--- src/rtl/uart_tx_ctrl.sv ---
// uart_tx_ctrl: drains the UART TX FIFO and serializes each byte as start/data/parity/stop on txd
module uart_tx_ctrl #(
  parameter int DWIDTH = 8,
  parameter int DIV_WIDTH = 16
) (
  input  logic                 clk,
  input  logic                 rst,
  input  logic                 tx_en,
  input  logic [DIV_WIDTH-1:0] cfg_div,
  input  logic                 cfg_par_en,
  input  logic                 cfg_par_odd,
  input  logic                 cfg_stop2,
  input  logic                 fifo_empty,
  input  logic [DWIDTH-1:0]    fifo_rdata,
  output logic                 fifo_rd,
  output logic                 txd,
  output logic                 busy,
  output logic                 tx_done
);
  localparam int BW = $clog2(DWIDTH);
  typedef enum logic [2:0] {IDLE, START, DATA, PARITY, STOP} state_t;
  state_t state, state_n;
  logic [DIV_WIDTH-1:0] cnt, div_q;
  logic [BW-1:0] bit_cnt;
  logic [DWIDTH-1:0] sh;
  logic par_en_q, par_q, stop2_q;
  logic last_bit, data_last, frame_end, start;
  assign last_bit = cnt == '0;
  assign data_last = bit_cnt == BW'(DWIDTH - 1);
  assign frame_end = state == STOP && last_bit && bit_cnt == BW'(stop2_q);
  assign start = tx_en && !fifo_empty && (state == IDLE || frame_end);
  assign fifo_rd = start && !rst;
  // state register
  always_ff @(posedge clk or posedge rst)
    if (rst) state <= IDLE;
    else state <= state_n;
  // next state: each bit boundary advances the frame, the final stop bit either restarts or idles
  always_comb begin
    state_n = state;
    case (state)
      IDLE:    state_n = start ? START : IDLE;
      START:   state_n = last_bit ? DATA : START;
      DATA:    state_n = last_bit && data_last ? (par_en_q ? PARITY : STOP) : DATA;
      PARITY:  state_n = last_bit ? STOP : PARITY;
      STOP:    state_n = frame_end ? (start ? START : IDLE) : STOP;
      default: state_n = IDLE;
    endcase
  end
  // datapath: pop/latch on start, baud countdown, shift LSB first, registered txd and status
  always_ff @(posedge clk or posedge rst)
    if (rst) begin
      cnt <= '0;
      div_q <= '0;
      bit_cnt <= '0;
      sh <= '0;
      par_en_q <= 1'b0;
      par_q <= 1'b0;
      stop2_q <= 1'b0;
      txd <= 1'b1;
      busy <= 1'b0;
      tx_done <= 1'b0;
    end else begin
      busy <= state_n != IDLE;
      tx_done <= frame_end;
      if (start) begin
        sh <= fifo_rdata;
        div_q <= cfg_div;
        par_en_q <= cfg_par_en;
        par_q <= cfg_par_odd ? ~^fifo_rdata : ^fifo_rdata;
        stop2_q <= cfg_stop2;
        cnt <= cfg_div;
        bit_cnt <= '0;
        txd <= 1'b0;
      end else if (state != IDLE) begin
        cnt <= last_bit ? div_q : cnt - DIV_WIDTH'(1);
        if (last_bit) begin
          if (state == START) begin
            txd <= sh[0];
            bit_cnt <= '0;
          end else if (state == DATA) begin
            txd <= data_last ? (par_en_q ? par_q : 1'b1) : sh[1];
            sh <= sh >> 1;
            bit_cnt <= data_last ? '0 : bit_cnt + BW'(1);
          end else if (state == PARITY) begin
            txd <= 1'b1;
            bit_cnt <= '0;
          end else begin
            txd <= 1'b1;
            bit_cnt <= bit_cnt + BW'(1);
          end
        end
      end
    end
endmodule

--- config.mk ---
export PLATFORM = sky130hd
export DESIGN_NAME = uart_tx_ctrl
export DESIGN_NICKNAME = d
export VERILOG_FILES = /design/src/rtl/uart_tx_ctrl.sv
export SDC_FILE = /design/constraint.sdc
export NUM_CORES = 1
export LEC_CHECK = 0
export ABC_AREA = 1
export CAP_MARGIN = 5
export CELL_PAD_IN_SITES_DETAIL_PLACEMENT = 0
export CELL_PAD_IN_SITES_GLOBAL_PLACEMENT = 2
export CORE_MARGIN = 1.5
export CORE_UTILIZATION = 34
export DETAILED_ROUTE_END_ITERATION = 8
export GPL_TIMING_DRIVEN = 0
export PLACE_DENSITY = 0.9
export SLEW_MARGIN = 30
export SYNTH_ARGS = -nofsm -noshare
export SYNTH_HDL_FRONTEND = slang
export SYNTH_SLANG_ARGS = --single-unit
--- constraint.sdc ---
create_clock -name clk -period 4 [get_ports clk]
set_input_delay 1.2 -clock clk [delete_from_list [all_inputs] [get_ports clk]]
set_output_delay 1.2 -clock clk [all_outputs]
set_load 0.02 [all_outputs]
==> impl_summary.md, run 1 <==
Status
The flow ran to the end, and the final reports show no timing, DRC or antenna violations.

Place
The worst setup timing slack at the placement stage is -0.4588 ns. The count of buffers from port buffering is 34. Routability-driven placement finished with a final weighted congestion of about 0.81. The post-detailed-placement half-perimeter wirelength is 6196 um.

Critical path
Traced cell by cell, the critical path runs through clkdlybuf4s50_1, inv_1, nand2_2, clkinv_4, nand2_4, buf_8, nor2_2, dlygate4sd2_1. For this run, the slowest stage of the critical path takes 0.46 ns. The data arrival time at the worst-slack endpoint is 2.59 ns. The highest fanout seen on the critical path is 19. The critical path is of the in -> out type. The data required time of the critical path is 2.80 ns. On the critical path, the stage with the largest delay is an instance of clkdlybuf4s50_1. The critical path capture point type is a primary output. Setup slack on the worst reg-to-reg path comes out at between 2 and 2.5 ns. The critical path launch point type is an input port.

Clock tree
The buffer count from post-CTS setup fixing is 0. Once the clock tree was built, the resizer swapped 4 gates to a different size. The clock net in this run drives a total of 52 sinks.

The maximum clock insertion buffer count is 2. After clock tree synthesis, the flow added hold-fix buffers numbering 0. The tree is rooted in a clkbuf_8. The clock reaches the later pin of the worst-skew pair after 0.32 ns.

The number of clock buffers added by TritonCTS is 5. The maximum level of the CTS H-tree is 2. After clock tree synthesis, the clock-pin slew on the worst setup and hold paths is 0.10 ns. TritonCTS built the clock tree.

GRT
Across every metal layer, demand over resource in global routing totals 17.86%. The first-pass GRT wire length is 14060 um. The maximum number of pins on one net before global-route repair is 34. The initial antenna violation count is 0.

The final global-route overflow total is 0. The number of global-route vias before repair is around 2900.

Floorplan
The die outline width is 100.8 um. For this design the top-level I/O count stands at 35. For this configuration, the core starts out at a cell density of 35.21%. The core region is between 9000 and 10000 um^2. The floorplan step set the die height to 100.8 um. The number of placement rows is 35.

The floorplan step defined a die boundary enclosing 10160 um^2.

Cells and area
The repair_antennas step left the layout with diodes totalling 0. The library cell used most frequently in the layout, excluding fill and tap cells, is nand2_1. The area overhead of the layout relative to synthesis is 19.50%.

In the layout the commonest cells are nand2_1, dfrtp_1, inv_1, clkdlybuf4s50_1. The post-layout utilization of the core is 42.07%. The share of final-layout standard cells stronger than drive strength 1 is 8.829%. The net count reported at finish is 555.

Timing
The top achievable clock speed is ~260 MHz. The period utilization is 94.67%. The number of max-slew violations in the final report is 0. The worst clock skew is 0.02003 ns.

In the post-route analysis, the smallest setup slack over all paths is 0.2133 ns. The relative slew slack is roughly two thirds. The hold violation total from the final report is 0.

Setup repair after global routing left no endpoint under its margin. For the pin with the worst max-slew slack, the measured transition is 0.5185 ns. The post-route minimum period is 3.787 ns.

The count of final setup violators is 0.

Drt
The DRC marker count from the first detailed-route iteration is 190. The total vias in the final route is a little under 3000. The via density per instance is around 4.5.

The DRC violations left is 0. The wire length after detailed routing is 8256 um. The first detailed-routing pass took 4 iterations.

Dividing the detail-routed wire length by the instance count gives 12.70 um. The final antenna-violating net count is 0.

Min path
The tightest min-delay check is of the reg -> reg type.

Power
In this run the static leakage power is 2.066 nW. The power per standard cell area is around 600 nW/um^2. Across the VDD grid, the largest voltage drop is 0.2347 mV.

Synth
The area fraction of the dominant cell type after synthesis is 39.23%. Ranked by total cell area, the synthesized netlist is headed by dfrtp_1, nand2_1, inv_1. During synthesis, Yosys emitted a total of 0 warnings. The total standard cell area after synthesis is 3253 um^2.

The post-synthesis instance total is roughly 480. Each instance of the synthesized netlist takes up on average 6.791 um^2. Synthesis inferred 52 register bits. Summing the sequential cell areas from Yosys gives 40.04% of the chip area.

The largest total area in the synthesized netlist belongs to dfrtp_1. The synthesized netlist contains 30 unique library cells. When the netlist entered floorplanning its net count stood at 514.

Run
Max-cap violations in this run came to 0.
logic make-up (layout without fill, tap and decap cells):
logic type | Yosys count | in the layout | synth area share, %
AOI/OAI and AO/OA | 35 | 35 | 6.423
and+or+nand+nor | 319 | 319 | 41.73
xor gates and xnor gates | 6 | 6 | 1.615
buffers and inverters | 63 | 105 | 8.654
adders and majority gates | 4 | 4 | 1.539
DFF | 52 | 52 | 40.04
worst max-delay path: cells and delay by family:
family                 cells  cell delay (ns)
buffers and inverters      5             1.11
AND/OR/NAND/NOR            3             0.27
state kept, by name, indices dropped and copies added, names as in the netlist:
name      cells
sh            8
bit_cnt       3
cnt          16
tx_done       1
par_q         1
div_q        16
state         3
txd           1
busy          1
stop2_q       1
par_en_q      1
cells in the mapped netlist:
cell type  number
nor3_1          4
or2_2           1
nand4_1         3
nand2_1       225
xnor2_1         4
inv_1          49
buf_4           2
a21oi_1         3
nand3_1        32
and2_1          1
buf_2           4
buf_6           4
nor2_1         32
dfrtp_1        51
nand2_4         4
clkbuf_1        1
nand3b_1        2
dfstp_2         1
xor2_1          2
inv_4           1
nand3_2         2
ha_1            4
o21bai_1        3
nand2_2         3
nor2_4          4
a21oi_4         2
clkinv_1        2
nor2_2          6
o21ai_0        26
a21oi_2         1
path summary, 6_finish.rpt:
| kind | end | depth (start not counted) | start |
|---|---|---|---|
| worst max-delay path | fifo_rd | 8 | fifo_empty |
| worst min-delay path | txd | 2 | txd |
| worst min register to register | txd | 2 | txd |
| max in group asynchronous | cnt[13] | 3 | rst |
| worst max register to register | busy | 10 | cnt[0] |
| min in group asynchronous | sh[3] | 2 | rst |
per-layer routing:
metal  vias up  track usage, %  part of all wire (%)
met5         -               0                     0
met4         0           3.142                  0.67
met3         4           3.121                   2.4
met2        27           31.60                    49
met1      1346           23.04                    48
li1       1548               -                     -
through the flow:
| step | TNS, ns | std cells | power, W | hold slack (ns) | instance area [um^2] |
|---|---|---|---|---|---|
| finish | 0 | 650 | 0.002322 | 0.4736 | 3887 |
| global route | 0 | 650 | 0.002572 | 0.4981 | 3887 |
| CTS | 0 | 651 | 0.002351 | 0.4821 | 3895 |
| detailed placement | -0.4588 | 643 | 0.001960 | 0.4596 | 3777 |
| global placement | -0.4599 | 642 | 0.001943 | 0.4595 | 3755 |
| floorplan | 0 | 479 | 0.001686 | 0.4422 | 3253 |
layout make-up:
| cell class | count | area (um^2) |
|---|---|---|
| tap | 129 | 161.4 |
| buffer | 10 | 76.32 |
| clock inverter | 3 | 42.54 |
| timing repair buffer | 35 | 359.1 |
| fill | 996 | 5353 |
| sequential | 52 | 1303 |
| inverter | 52 | 205.2 |
| multi-input combinational | 364 | 1672 |
| clock buffer | 5 | 68.82 |
power by group:
part           switching [W]  internal [W]
clock               0.000198      0.000186
combinational       0.000646      0.000393
sequential          0.000160      0.000739
Power figures use the tool's default switching activity.
==> run 2: changes to the inputs <==
Settings changed: CORE_UTILIZATION 34 to 35, CTS_BUF_LIST from default to sky130_fd_sc_hd__clkbuf_4 sky130_fd_sc_hd__clkbuf_8, PLACE_DENSITY 0.9 to 0.92.
==> impl_summary.md, run 2 (synthesized netlist as in run 1, its figures left out) <==
Drt
The final antenna-violating net count is 0 (unchanged). The first-pass iteration count of the detailed router is 4 (unchanged). The wire length after detailed routing is 8520 um (was 8256 um). The DRC marker count from the first detailed-route iteration is 122 (was 190). The DRC violations left is 0 (unchanged). The total vias in the final route was 2991 (was 2925). The via density per instance was 4.740 (was 4.500). The wire length per cell is 13.50 um (was 12.70 um).

Clock tree
The maximum clock insertion buffer count is 2 (unchanged). The count of clock tree sinks is 52 (unchanged). The number of buffers created by CTS was 5 (unchanged). The maximum level of the CTS H-tree came to 2 (unchanged). The buffer type at the clock tree root is clkbuf_8 (unchanged). The number of hold-repair buffers added at the cts stage is 0 (unchanged). The clock transition at the register clock pins on the worst setup and hold paths after CTS is 0.09 ns (was 0.10 ns).

The clock insertion delay at the later pin of the skew report is 0.31 ns (was 0.32 ns). The TritonCTS clock tree is yes (unchanged).

Critical path
The combined buffer and inverter count along the critical path was 6 (was 5). The data required time of the critical path is 2.80 ns (about the same). The cell at the slowest stage of the critical path is clkdlybuf4s50_1 (unchanged). The data arrival time at the worst-slack endpoint is 2.70 ns (was 2.59 ns). The family of cells with the greatest summed delay on the critical path is buffers and inverters (unchanged). The highest fanout seen on the critical path is 10 (was 19). The critical path launch point type is an input port (unchanged). The critical path capture point type is a primary output (unchanged). Sequence of cells on the critical path: clkdlybuf4s50_1, inv_1, nand2_1, clkinv_4, nand2_4, buf_8, buf_6, nor2_2, dlygate4sd2_1 (was clkdlybuf4s50_1, inv_1, nand2_2, clkinv_4, nand2_4, buf_8, nor2_2, dlygate4sd2_1). The category of the most critical setup path is in -> out (unchanged).

The highest cell delay on the worst timing path is 0.45 ns (was 0.46 ns).

Cells and area
The area overhead of the layout relative to synthesis is 19.50% (unchanged). The net count reported at finish is 557 (was 555). The leading cell type in the layout, fill and taps excluded is nand2_1 (unchanged).

The share of final-layout standard cells stronger than drive strength 1 is 8.987% (was 8.829%). The antenna diode instance count is 0 (unchanged). Registers with the most flip-flops: cnt x16, div_q x16, sh x8 (unchanged).

The post-layout utilization of the core is 43.93% (was 42.07%). The number of fill cells is 949 (was 996). The register area is 1303 um^2 (unchanged). The total area of multi-input combinational cells came to 1669 um^2 (was 1672 um^2). Commonest cells after routing, fill and taps aside: nand2_1, dfrtp_1, inv_1, clkdlybuf4s50_1 (unchanged).

Timing
The count of final setup violators is 0 (unchanged). The relative slew slack was 66.97% (was 65.43%). RSZ-0062 raised after global routing: no (unchanged). The top achievable clock speed is 256.2 MHz (was 264.1 MHz). The hold violation total from the final report is 0 (unchanged).

The period utilization is 97.56% (was 94.67%). The actual transition at the worst max-transition pin is 0.4954 ns (was 0.5185 ns). The number of max-slew violations in the final report came to 0 (unchanged). The post-route minimum period is 3.903 ns (was 3.787 ns). The worst clock skew is 0.01143 ns (was 0.02003 ns).

GRT
The final global-route overflow total is 0 (unchanged). The first-pass GRT wire length is 14500 um (was 14060 um). The initial antenna violation count is 0 (unchanged). The number of global-route vias before repair is 2983 (was 2879).

The maximum number of pins on one net before global-route repair was 33 (was 34). The overall track demand over capacity in global routing is 18.48% (was 17.86%).

Min path
The path category of the worst min-delay check is reg -> reg (unchanged).

Power
The largest vdd supply drop is 0.2197 mV (was 0.2347 mV). The power per standard cell area is 602.8 nW/um^2 (was 597.3 nW/um^2). The overall power is 0.002344 W (was 0.002322 W). The leakage dissipation is 2.084 nW (was 2.066 nW).

Status
Status: finished clean (unchanged).

Floorplan
The height of the chip is 99.41 um (was 100.8 um). The placeable core region was 8848 um^2 (was 9240 um^2). The total die area is 9882 um^2 (was 10160 um^2). The count of boundary I/O pins is 35 (unchanged). The die outline width is 99.41 um (was 100.8 um). The number of placement rows is 34 (was 35). The initial core utilization is 36.76% (was 35.21%).

Place
The post-detailed-placement half-perimeter wirelength came to 6261 um (was 6196 um). The routability congestion estimate from global placement came to 0.8376 (was 0.8142). The count of buffers from port buffering is 34 (unchanged).

Run
The count of max-cap constraint violations came to 0 (unchanged).
==> run 2: cell type report <==
type	instances	share of cell area (%)
Multi-Input combinational cell	364	42.94
Timing Repair Buffer	36	9.430
Clock buffer	6	2.124
Clock inverter	2	0.9977
Sequential cell	52	33.50
Buffer	11	2.253
Inverter	52	5.278
Tap cell	108	3.476
==> run 2: timing repair <==
action	4_1_cts	5_1_grt
setup endpoints to repair	1	0
gates resized for setup	4	0
setup buffers	1	0
hold endpoints to repair	0	0
==> run 2: per-stage QoR <==
step	area, um^2	setup TNS [ns]	instances	setup slack [ns]	hold WS [ns]
floorplan	3253	0	479	0.7420	0.4422
detailed placement	3751	-0.5014	622	-0.5014	0.4666
global route	3887	0	631	0.01932	0.5121
finish	3887	0	631	0.09745	0.4776
global placement	3729	-0.4711	621	-0.4711	0.4563
CTS	3887	0	631	0.07793	0.4852
==> run 2: path summary, 6_finish.rpt <==
path,slack [ns],cells past startpoint,to,from
worst min register to register,0.48,2,txd,txd
worst max register to register,2.00,10,busy,cnt[0]
worst max-delay path,0.1,9,fifo_rd,fifo_empty
worst min-delay path,0.48,2,txd,txd
min in group asynchronous,1.24,2,busy,rst
max in group asynchronous,2.30,3,div_q[13],rst
==> run 2: worst register-to-register path, delay by kind of cell, from the launching register on <==
kind          cells  cell delay [ns]
fa+ha+maj         1             0.26
buf+inv           2             0.47
flops             1             0.36
simple gates      7             0.79
==> run 2: routing by layer <==
| metal | wire (um) | track usage [%] | vias up | share of wire (%) |
|---|---|---|---|---|
| met5 | 0 | 0 | - | 0 |
| met4 | 170 | 4.767 | 0 | 2.0 |
| met3 | 208 | 2.108 | 10 | 2.4 |
| met2 | 4238 | 33.03 | 35 | 50 |
| met1 | 3903 | 23.75 | 1388 | 46 |
| li1 | - | - | 1558 | - |
==> run 2: power by group <==
part / internal (W) / leakage (nW) / switching [W]
logic: 0.000395 / 1.37 / 0.000656
clock network: 0.000205 / 0.0614 / 0.000187
registers: 0.000740 / 0.655 / 0.000160
